`src/rtl/tag_tx_phase_gen_if.sv`:
```
// AXI-Stream style phase-word channel from the tag transmit sequencer to the DDS.
interface tag_tx_phase_gen_if #(
  parameter int unsigned PHASE_WIDTH = 24
) ();
  logic [PHASE_WIDTH-1:0] m_tdata;
  logic                   m_tvalid;
  logic                   m_tready;
  logic                   m_tlast;
  logic                   m_tuser;

  modport master (
    output m_tdata,
    output m_tvalid,
    output m_tlast,
    output m_tuser,
    input  m_tready
  );

  modport slave (
    input  m_tdata,
    input  m_tvalid,
    input  m_tlast,
    input  m_tuser,
    output m_tready
  );
endinterface

```
`src/rtl/tag_tx_phase_gen.sv`:
```
// Tag-side transmit sequencer: stepped-frequency phase stream, framed as NSYMB symbols of
// NSIG samples, with start/stop control, frame counting, inter-frame gap and backpressure.
module tag_tx_phase_gen #(
  parameter int unsigned PHASE_WIDTH  = 24,
  parameter int unsigned NSYMB_WIDTH  = 16,
  parameter int unsigned FRAME_WIDTH  = 16,
  parameter int unsigned GAP_WIDTH    = 16,
  parameter int unsigned NSYMB        = 64,
  parameter int unsigned NSIG         = 327680,
  parameter int unsigned DPH_INC      = 131072,
  parameter int unsigned START_PH_INC = 0,
  parameter int unsigned START_PH     = 0,
  parameter int unsigned GAP_LEN      = 0
) (
  input  logic                   clk,
  input  logic                   reset,
  input  logic                   start,
  input  logic                   stop,
  input  logic [FRAME_WIDTH-1:0] nframes,
  tag_tx_phase_gen_if.master     m,
  output logic                   busy,
  output logic                   frame_done,
  output logic [FRAME_WIDTH-1:0] frame_cnt,
  output logic [NSYMB_WIDTH-1:0] symb_idx,
  output logic [PHASE_WIDTH-1:0] samp_idx
);

  typedef enum logic [1:0] {StIdle, StRun, StGap} state_e;

  localparam logic [PHASE_WIDTH-1:0] NSigW     = PHASE_WIDTH'(NSIG);
  localparam logic [NSYMB_WIDTH-1:0] NSymbW    = NSYMB_WIDTH'(NSYMB);
  localparam logic [PHASE_WIDTH-1:0] StartPh   = PHASE_WIDTH'(START_PH);
  localparam logic [PHASE_WIDTH-1:0] StartInc  = PHASE_WIDTH'(START_PH_INC);
  localparam logic [PHASE_WIDTH-1:0] DphInc    = PHASE_WIDTH'(DPH_INC);
  localparam logic [GAP_WIDTH-1:0]   GapLast   = (GAP_LEN == 0) ? '0 : GAP_WIDTH'(GAP_LEN - 1);

  state_e                 state_q, state_d;
  logic [PHASE_WIDTH-1:0] phase_q, phase_d;
  logic [PHASE_WIDTH-1:0] inc_q, inc_d;
  logic [PHASE_WIDTH-1:0] samp_q, samp_d;
  logic [NSYMB_WIDTH-1:0] symb_q, symb_d;
  logic [FRAME_WIDTH-1:0] nframes_q, nframes_d;
  logic [FRAME_WIDTH-1:0] run_frames_q, run_frames_d;
  logic [FRAME_WIDTH-1:0] frame_cnt_q, frame_cnt_d;
  logic [GAP_WIDTH-1:0]   gap_cnt_q, gap_cnt_d;
  logic                   stop_q, stop_d;
  logic                   frame_done_q, frame_done_d;
  logic                   end_run;

  always_comb begin
    state_d      = state_q;
    phase_d      = phase_q;
    inc_d        = inc_q;
    samp_d       = samp_q;
    symb_d       = symb_q;
    nframes_d    = nframes_q;
    run_frames_d = run_frames_q;
    frame_cnt_d  = frame_cnt_q;
    gap_cnt_d    = gap_cnt_q;
    stop_d       = stop_q;
    frame_done_d = 1'b0;
    end_run      = 1'b0;

    unique case (state_q)
      StIdle: begin
        // stop is discarded here, including when it coincides with start
        if (start) begin
          state_d      = StRun;
          nframes_d    = nframes;
          phase_d      = StartPh;
          inc_d        = StartInc;
          samp_d       = PHASE_WIDTH'(1);
          symb_d       = NSYMB_WIDTH'(1);
          run_frames_d = '0;
          stop_d       = 1'b0;
        end
      end

      StRun: begin
        if (stop) stop_d = 1'b1;
        if (m.m_tready) begin
          if (samp_q != NSigW) begin
            phase_d = phase_q + inc_q;
            samp_d  = samp_q + PHASE_WIDTH'(1);
          end else begin
            samp_d  = PHASE_WIDTH'(1);
            phase_d = StartPh;
            if (symb_q != NSymbW) begin
              symb_d = symb_q + NSYMB_WIDTH'(1);
              inc_d  = inc_q + DphInc;
            end else begin
              frame_done_d = 1'b1;
              frame_cnt_d  = frame_cnt_q + FRAME_WIDTH'(1);
              run_frames_d = run_frames_q + FRAME_WIDTH'(1);
              symb_d       = NSYMB_WIDTH'(1);
              inc_d        = StartInc;
              end_run      = stop_q || stop ||
                             ((nframes_q != '0) && (run_frames_d == nframes_q));
              if (end_run) begin
                state_d = StIdle;
                stop_d  = 1'b0;
              end else if (GAP_LEN != 0) begin
                state_d   = StGap;
                gap_cnt_d = '0;
              end
            end
          end
        end
      end

      StGap: begin
        if (stop_q || stop) begin
          state_d = StIdle;
          stop_d  = 1'b0;
        end else if (gap_cnt_q == GapLast) begin
          state_d = StRun;
        end else begin
          gap_cnt_d = gap_cnt_q + GAP_WIDTH'(1);
        end
      end

      default: state_d = StIdle;
    endcase
  end

  always_ff @(posedge clk) begin
    if (reset) begin
      state_q      <= StIdle;
      phase_q      <= StartPh;
      inc_q        <= StartInc;
      samp_q       <= PHASE_WIDTH'(1);
      symb_q       <= NSYMB_WIDTH'(1);
      nframes_q    <= '0;
      run_frames_q <= '0;
      frame_cnt_q  <= '0;
      gap_cnt_q    <= '0;
      stop_q       <= 1'b0;
      frame_done_q <= 1'b0;
    end else begin
      state_q      <= state_d;
      phase_q      <= phase_d;
      inc_q        <= inc_d;
      samp_q       <= samp_d;
      symb_q       <= symb_d;
      nframes_q    <= nframes_d;
      run_frames_q <= run_frames_d;
      frame_cnt_q  <= frame_cnt_d;
      gap_cnt_q    <= gap_cnt_d;
      stop_q       <= stop_d;
      frame_done_q <= frame_done_d;
    end
  end

  // All stream outputs decode registered state only; tready never reaches tvalid.
  assign m.m_tvalid = (state_q == StRun);
  assign m.m_tdata  = phase_q;
  assign m.m_tlast  = (state_q == StRun) && (samp_q == NSigW);
  assign m.m_tuser  = (state_q == StRun) && (samp_q == PHASE_WIDTH'(1)) &&
                      (symb_q == NSYMB_WIDTH'(1));

  assign busy       = (state_q != StIdle);
  assign frame_done = frame_done_q;
  assign frame_cnt  = frame_cnt_q;
  assign symb_idx   = symb_q;
  assign samp_idx   = samp_q;

endmodule
```
`src/flat_wrapper.sv`:
```
// flat-port wrapper written by rule: the top's interface ports become plain ports
module tag_tx_phase_gen_flat 
#(
  parameter int unsigned PHASE_WIDTH  = 24,
  parameter int unsigned NSYMB_WIDTH  = 16,
  parameter int unsigned FRAME_WIDTH  = 16,
  parameter int unsigned GAP_WIDTH    = 16,
  parameter int unsigned NSYMB        = 64,
  parameter int unsigned NSIG         = 327680,
  parameter int unsigned DPH_INC      = 131072,
  parameter int unsigned START_PH_INC = 0,
  parameter int unsigned START_PH     = 0,
  parameter int unsigned GAP_LEN      = 0
)
  (clk, reset, start, stop, nframes, busy, frame_done, frame_cnt, symb_idx, samp_idx, m_m_tdata, m_m_tvalid, m_m_tlast, m_m_tuser, m_m_tready);
  tag_tx_phase_gen_if #(.PHASE_WIDTH(PHASE_WIDTH)) m_i ();
  input  logic clk;
  input  logic reset;
  input  logic start;
  input  logic stop;
  input  logic [FRAME_WIDTH-1:0] nframes;
  output logic busy;
  output logic frame_done;
  output logic [FRAME_WIDTH-1:0] frame_cnt;
  output logic [NSYMB_WIDTH-1:0] symb_idx;
  output logic [PHASE_WIDTH-1:0] samp_idx;
  output wire logic [$bits(m_i.m_tdata)-1:0] m_m_tdata;
  output wire logic [$bits(m_i.m_tvalid)-1:0] m_m_tvalid;
  output wire logic [$bits(m_i.m_tlast)-1:0] m_m_tlast;
  output wire logic [$bits(m_i.m_tuser)-1:0] m_m_tuser;
  input wire logic [$bits(m_i.m_tready)-1:0] m_m_tready;
  assign m_m_tdata = m_i.m_tdata;
  assign m_m_tvalid = m_i.m_tvalid;
  assign m_m_tlast = m_i.m_tlast;
  assign m_m_tuser = m_i.m_tuser;
  assign m_i.m_tready = m_m_tready;
  tag_tx_phase_gen #(.PHASE_WIDTH(PHASE_WIDTH), .NSYMB_WIDTH(NSYMB_WIDTH), .FRAME_WIDTH(FRAME_WIDTH), .GAP_WIDTH(GAP_WIDTH), .NSYMB(NSYMB), .NSIG(NSIG), .DPH_INC(DPH_INC), .START_PH_INC(START_PH_INC), .START_PH(START_PH), .GAP_LEN(GAP_LEN)) u_core (.clk(clk), .reset(reset), .start(start), .stop(stop), .nframes(nframes), .m(m_i), .busy(busy), .frame_done(frame_done), .frame_cnt(frame_cnt), .symb_idx(symb_idx), .samp_idx(samp_idx));
endmodule
```
`config.mk`:
```
export PLATFORM = sky130hd
export DESIGN_NAME = tag_tx_phase_gen_flat
export DESIGN_NICKNAME = d
export VERILOG_FILES = /design/src/rtl/tag_tx_phase_gen_if.sv /design/src/rtl/tag_tx_phase_gen.sv /design/src/flat_wrapper.sv
export SDC_FILE = /design/constraint.sdc
export NUM_CORES = 1
export LEC_CHECK = 0
export CORE_ASPECT_RATIO = 1.75
export CORE_MARGIN = 2
export CORE_UTILIZATION = 58
export DETAILED_ROUTE_END_ITERATION = 7
export GPL_ROUTABILITY_DRIVEN = 0
export PLACE_DENSITY = 0.86
export SLEW_MARGIN = 10
export SYNTH_ARGS = -nofsm -noshare
export SYNTH_HDL_FRONTEND = slang
export SYNTH_SLANG_ARGS = --single-unit
```
`constraint.sdc`:
```
create_clock -name clk -period 6.5 [get_ports clk]
set_clock_uncertainty 0.1 [all_clocks]
set_input_delay 1.625 -clock clk [delete_from_list [all_inputs] [get_ports clk]]
set_output_delay 1.625 -clock clk [all_outputs]
set_load 0.02 [all_outputs]
```
# Yosys cells after proc, flatten, opt, wreduce, memory -nomap -nowiden
# Index checks and enable logic that the tools add are counted.
dict set report word_totals {
  ff_bits 156
  out_inout_bits 85
  word_cells 99
}
dict set report classes {
  n_addsub 7
  eq_ne 15
  n_mux 39
  bitwise_logic 6
  reduce_logical 21
}
# op count
set ops {}
lappend ops {{$mux W24} 9}
lappend ops {{$pmux W24 S2} 3}
lappend ops {{$mux W16} 8}
lappend ops {{$add A16 B1 Y16 const B} 4}
lappend ops {{$pmux W16 S2} 2}
lappend ops {{$add A24 B1 Y24 const B} 1}
lappend ops {{$add A24 B18 Y24 const B} 1}
lappend ops {{$add A24 B24 Y24} 1}
lappend ops {{$eq A24 B1 Y1 const B} 1}
lappend ops {{$eq A24 B19 Y1 const B} 1}
lappend ops {{$ne A24 B19 Y1 const B} 1}
lappend ops {{$eq A16 B1 Y1 const B} 1}
lappend ops {{$eq A16 B16 Y1} 1}
lappend ops {{$logic_not A16 Y1} 1}
lappend ops {{$ne A16 B7 Y1 const B} 1}
lappend ops {{$reduce_bool A16 Y1} 1}
lappend ops {{$mux W2} 7}
lappend ops {{$reduce_and A3 Y1} 3}
lappend ops {{$mux W1} 8}
lappend ops {{$reduce_and A4 Y1} 2}
lappend ops {{$ne A2 B1 Y1 const B} 3}
lappend ops {{$ne A2 B2 Y1 const B} 3}
lappend ops {{$not A1 Y1} 6}
lappend ops {{$pmux W2 S3} 1}
lappend ops {{other kinds (13)} 18}

# Longest topological paths before layout
# Gate-level depths: netlist (run 1).
dict set report depth {
  word_depth 9
  depth_mapped 9
}

# Worst setup path before layout (run 1)
# OpenSTA, ideal clock, no wires.
dict set report synth_path {
  path_type {register to output}
  from {register u_core.state_q[0]}
  to {output m_m_tuser}
  arrival_time_ps 1865
  path_slack_ps 2910
  path_stages_with_launch 6
  path_buffers 1
  cell_sequence {dfxtp_1 -> clkbuf_1 -> inv_2 -> nor4_1 -> nand3_1 -> nor4_1}
}
dict set report synth_via {
  elab_chain_len 3
}
# item line
set synth_rtl {}
lappend synth_rtl {{start, declared} tag_tx_phase_gen.sv:37} ;# state_e state_q, state_d;
lappend synth_rtl {{start signal, assigned} tag_tx_phase_gen.sv:128} ;# state_q <= StIdle;
lappend synth_rtl {{start signal, assigned} tag_tx_phase_gen.sv:140} ;# state_q <= state_d;
lappend synth_rtl {{$eq A2 B1 Y1} tag_tx_phase_gen.sv:158} ;# assign m.m_tuser = (state_q == StRun) && (samp_q == PHASE_WIDTH'(1)) &&
lappend synth_rtl {{$logic_and A1 B1 Y1 (2 in a row)} tag_tx_phase_gen.sv:158}
lappend synth_rtl {{end, declared} flat_wrapper.sv:30} ;# output wire logic [$bits(m_i.m_tuser)-1:0] m_m_tuser;
# Every way passes these cells.

# Worst setup path after layout (run 1)
# Same ends and word-level chain as after synthesis.

==> results.toml, run 1 <==
[synthesis]
yosysWarnings = 0
synth_top_family_by_area = "simple AND/OR/NAND/NOR gates"
synthArstFlopShare_pct = 0
avgSynthCellArea_um2 = 8.32
ys_seq_area_share_pct = 38.3
synthAdderAreaFrac_pct = 3.29
synthCells = 767
synthDistinctLibCells = 76
syn_area_mm2 = 0.00638
synthXorXnorAreaFrac_pct = 9.19
synth.mux.area_fraction_pct = 0.353
synth_compound_area_share_pct = 15.2
syn_nets = 804
synth_edf_count = 0
ys_seq_elements = 122
ys.flop_type = "dfxtp_1"
synthSimpleGateAreaFrac_pct = 29.7

[global_route]
grt_pass1_wl_um = 29200
grt_start_max_net_pins = 72
antenna_found_initial = 0
grt_pass1_vias = 6223
grt_usage_pct = 30.0
grt_overflow = 0

[detailed_routing]
vias_per_cell = 6.36
post_drt_wl_per_cell_um = 18.1
postRouteAntennaNets = 0
routed_wirelength_um = 18000
dr.pass1.iters = 6
drt-initial-drc-count = 375
drc = 0
via_count = 6324

[cts]
cts_buffer_depth = 2
cts_buffers = 17
cts.sinks = 122
hold_buffers = 0
cts-root-buf = "clkbuf_16"
insertion_delay_ps = 420
clk_pin_slew_worst_paths_ps = 60
postCtsResizedCells = 0
h-tree-depth = 4
cts_setup_buffers = 0
cts_tree = "built"

[die]
start_util_pct = 59.7
dieArea_mm2 = 0.0119
core_region_area_mm2 = 0.0107
ioPinCount = 106
die_w_um = 83.3
dieHeight_um = 143
fp-row-count = 50

[place]
portBuffers = 105
place_area_mm2 = 0.00741
dp_hpwl_um = 12500

[finish]
finalNetCount = 889
multi_input_area_mm2 = 0.00369
diodes = 0
num-fill-cells = 748
ff_latch_area_mm2 = 0.00244
stdcell_area_mm2 = 0.00802
area_growth_pct = 25.7
final_cell_mix = "dfxtp_1 (122), clkdlybuf4s50_1 (104), nand2_1 (99)"
drive_gt1_share_pct = 7.40
final_common_cell = "dfxtp_1"

[hold_path]
holdPathEnd = "u_core.m.m_tdata[0]"
hold_start = "u_core.m.m_tdata[0]"
hp-class = "reg2reg"
hold_depth = 1

[pwr]
vdd_ir_drop_max_v = 0.000223
p_leak_uw = 0.00276
power_density_mw_per_mm2 = 234

[setup_path]
cp_cell_sequence = "inv_2, nor4_1, nand3_1, nor4_1, clkdlybuf4s50_1"
cp-end-kind = "output pin"
r2r-start = "u_core.samp_idx[4]"
crit_type = "reg2out"
cp_common_cell = "nor4_1"
crit_required_ps = 4780
cp-startpoint = "u_core.state_q[0]"
crit_arrival_ps = 2690
cpPeakStageDelay_ps = 750
r2r-end = "u_core.run_frames_q[14]"
path_max_fanout = 18
cp_num_buf_inv = 2
reg2reg_slack_ps = 3050
cp-start-kind = "flop"
crit_slowest_cell = "dfxtp_1"
cp_top_family = "buffers and inverters"
reg2reg_depth = 6

[timing]
max_slew.worst_pin.slew_ps = 1160
slew_violations = 0
finalSetupTns_ps = 0
fmax_mhz = 227
period_share_pct = 67.9
slew_headroom_pct = 22.3
holdWs_ps = 365
hold_viol = 0
rsz0062_at_grt = "false"
min_period_ps = 4420
finalSetupViolations = 0

[run_status]
status = "finished, final reports clean"

[run]
maxCapViolations = 0
[sequential cells by signal (all words and copies together) (netlist names)]
signal               flops
u_core.m.m_tdata        24
u_core.samp_idx         24
u_core.inc_q             7
u_core.state_q           1
u_core.run_frames_q     16
u_core.symb_idx         16
u_core.frame_cnt        16
u_core.frame_done        1
u_core.nframes_q        16
u_core.stop_q            1
[power breakdown]
part | internal, uW | total, uW | switching [uW]
registers | 758 | 776 | 17.1
logic | 47.6 | 123 | 75.9
clock network | 614 | 977 | 363
[cell type report]
class	count	share of cell area, %
clock buffers	18	5.47
clock inverters	14	2.14
inverters	15	0.702
multi-input cells	589	46.0
flip-flops and latches	122	30.4
well taps	130	2.03
repair buffers	107	13.2
[layer usage]
layer | global-route usage, % | vias to the layer above | wire, um
met2 | 55.2 | 291 | 9500
met4 | 17.9 | 0 | 930
li1 | - | 2941 | -
met5 | 0 | - | 0
met3 | 6.76 | 82 | 1130
met1 | 30.8 | 3010 | 6420
[how the worst max path moves through the flow]
stage	to	slack [ps]	cells past startpoint
2_1_floorplan	m_m_tuser	2910	5
3_3_place_gp	u_core.inc_q[23]	2140	7
3_5_place_dp	u_core.inc_q[23]	2040	7
4_1_cts	m_m_tuser	2100	5
5_1_grt	m_m_tuser	1940	5
6_report	m_m_tuser	2080	5
[Yosys cell counts, drive strengths merged (4+ instances only)]
cell	n	area (um^2)
dfxtp	122	2440
nand2	100	378
nor2	77	292
a21oi	52	260
xor2	43	377
nand4	33	228
nand3	32	170
o21ai	24	120
xnor2	24	210
buf	21	120
clkbuf	20	75.1
nor4	20	169
ha	16	200
inv	15	56.3
a31oi	14	87.6
and2	14	87.6
or3	14	87.6
nor3	13	86.3
nand4b	8	70.1
nor4b	7	67.6
o31ai	7	66.3
and4	6	52.6
or4	6	48.8
and3	5	31.3
nor2b	5	31.3
a211oi	4	30.0
a21o	4	30.0
a22oi	4	30.0
a41oi	4	35.0
nand2b	4	25.0
o311ai	4	35.0
or2	4	25.0
[logic make-up after synthesis]
logic type | count (synthesis)
AOI/OAI and AO/OA | 148
buffers and inverters | 56
and+or+nand+nor | 354
muxes | 2
adders and majority gates | 17
other | 1
DFF | 122
xor gates and xnor gates | 67
[worst reg2reg max path, delay by kind of cell, from the launching register on]
family	cells	cell delay, ps
and+or+nand+nor	4	2430
DFF	1	390
AOI/OAI and AO/OA	1	230
buffers and inverters	1	220
[per-stage QoR]
| step | instances | util (%) | setup slack [ps] | total power [uW] |
|---|---|---|---|---|
| 2_1_floorplan | 767 | - | 2910 | 867 |
| 3_3_place_gp | 963 | 69.3 | 2140 | 909 |
| 3_5_place_dp | 963 | 69.3 | 2040 | 912 |
| 4_1_cts | 995 | 75.0 | 2100 | 1880 |
| 5_1_grt | 995 | 75.0 | 1940 | 1930 |
| 6_report | 995 | 75.0 | 2080 | 1880 |
Note: power is estimated with default switching activity, not from simulation.
==> run 2, diff against run 1 <==
- CORE_UTILIZATION: 58 -> 54
- PLACE_DENSITY: 0.86 -> 0.81
- clock period: 6.5 -> 4.3 ns (I/O delays scaled with it)
==> run 2 against run 1 <==
Net effect: flip-flop and latch count is the same; worst hold slack gained 0.96 ps; critical endpoint unchanged; power grew 64%; utilization shrank 4.5 points; die area grew 7.1%; sequential share of layout area shrank 0.55 points; setup slack lost 1400 ps; cell count grew 1.1%.
==> results.toml, run 2 (synthesized netlist as in run 1, its figures left out) <==
[detailed_routing]
dr.pass1.iters = 5
post_drt_wl_per_cell_um = 18.6
drt-initial-drc-count = 445
drc = 0
postRouteAntennaNets = 0
vias_per_cell = 6.28
via_count = 6321
routed_wirelength_um = 18700

[finish]
final_common_cell = "dfxtp_1"
drive_gt1_share_pct = 7.92
diodes = 0
final_cell_mix = "dfxtp_1 (122), clkdlybuf4s50_1 (104), nand2_1 (99)"
finalNetCount = 895
area_growth_pct = 28.0

[cts]
cts_setup_buffers = 0
h-tree-depth = 4
insertion_delay_ps = 410
cts_tree = "built"
cts_buffers = 17
clk_pin_slew_worst_paths_ps = 60
cts.sinks = 122
cts-root-buf = "clkbuf_16"
cts_buffer_depth = 2
postCtsResizedCells = 0
hold_buffers = 0

[setup_path]
crit_required_ps = 3120
crit_arrival_ps = 2440
cp-start-kind = "flop"
cp-end-kind = "output pin"
path_max_fanout = 18
reg2reg_slack_ps = 1170
crit_type = "reg2out"

[timing]
hold_viol = 0
finalSetupTns_ps = 0
fmax_mhz = 276
period_share_pct = 84.1
slew_violations = 0
min_period_ps = 3620
rsz0062_at_grt = "false"
max_slew.worst_pin.slew_ps = 1250
fin_ws_ps = 683
holdWs_ps = 366
slew_headroom_pct = 16.4
finalSetupViolations = 0

[run_status]
status = "finished, final reports clean"

[global_route]
grt_start_max_net_pins = 51
grt_pass1_wl_um = 30400
grt_pass1_vias = 6390
grt_usage_pct = 29.8
antenna_found_initial = 0
grt_overflow = 0

[place]
dp_slack_ps = 826
dp_hpwl_um = 13100
portBuffers = 105

[pwr]
power_density_mw_per_mm2 = 377
vdd_ir_drop_max_v = 0.000296
p_leak_uw = 0.00284

[die]
fp-row-count = 52
start_util_pct = 55.1
dieArea_mm2 = 0.0127
dieHeight_um = 148
core_region_area_mm2 = 0.0116
ioPinCount = 106
die_w_um = 86.2

[run]
maxCapViolations = 0

[hold_path]
hp-class = "reg2reg"
run 2: critical path, cell delays in order (launching register included):
cell and delay, ps:
dfxtp_1 300, buf_4 230, inv_2 140, nor4_1 360
nand3_1 120, nor4_1 190, clkdlybuf4s50_1 680
run 2: final timing paths:
check / to / cells after the start / startpoint
setup / recovery: m_m_tuser / 6 / u_core.state_q[0]
hold / removal: u_core.m.m_tdata[0] / 1 / u_core.m.m_tdata[0]
setup reg to reg: u_core.state_q[0] / 7 / u_core.run_frames_q[0]
hold reg to reg: u_core.m.m_tdata[0] / 1 / u_core.m.m_tdata[0]
run 2: final cells by class:
class	count	area [um^2]
inverters	15	56.3
repair buffers	113	1110
multi-input cells	589	3690
fillers	888	3410
clock inverters	13	263
well taps	135	169
flip-flops and latches	122	2440
clock buffers	19	443
run 2: where the power goes:
part	switching (uW)	total, uW	internal (uW)
Clock	535	1700	1170
Sequential	23.4	1170	1150
Combinational	126	202	76.8
run 2: stage by stage:
step | utilization, % | instances | cell area, um^2 | power, uW
detailed placement | 64.5 | 974 | 7460 | 1390
floorplan | - | 767 | 6380 | 1310
finish | 70.5 | 1006 | 8170 | 3080
global route | 70.5 | 1006 | 8170 | 3160
global placement | 64.5 | 974 | 7460 | 1380
CTS | 70.5 | 1006 | 8170 | 3090
run 2: layer usage:
metal,up-vias,global-route usage [%],routed length (um)
met5,-,0,0
met4,0,16.7,966
met3,74,6.87,1170
met2,273,55.1,10100
met1,3031,29.8,6490
li1,2943,-,-
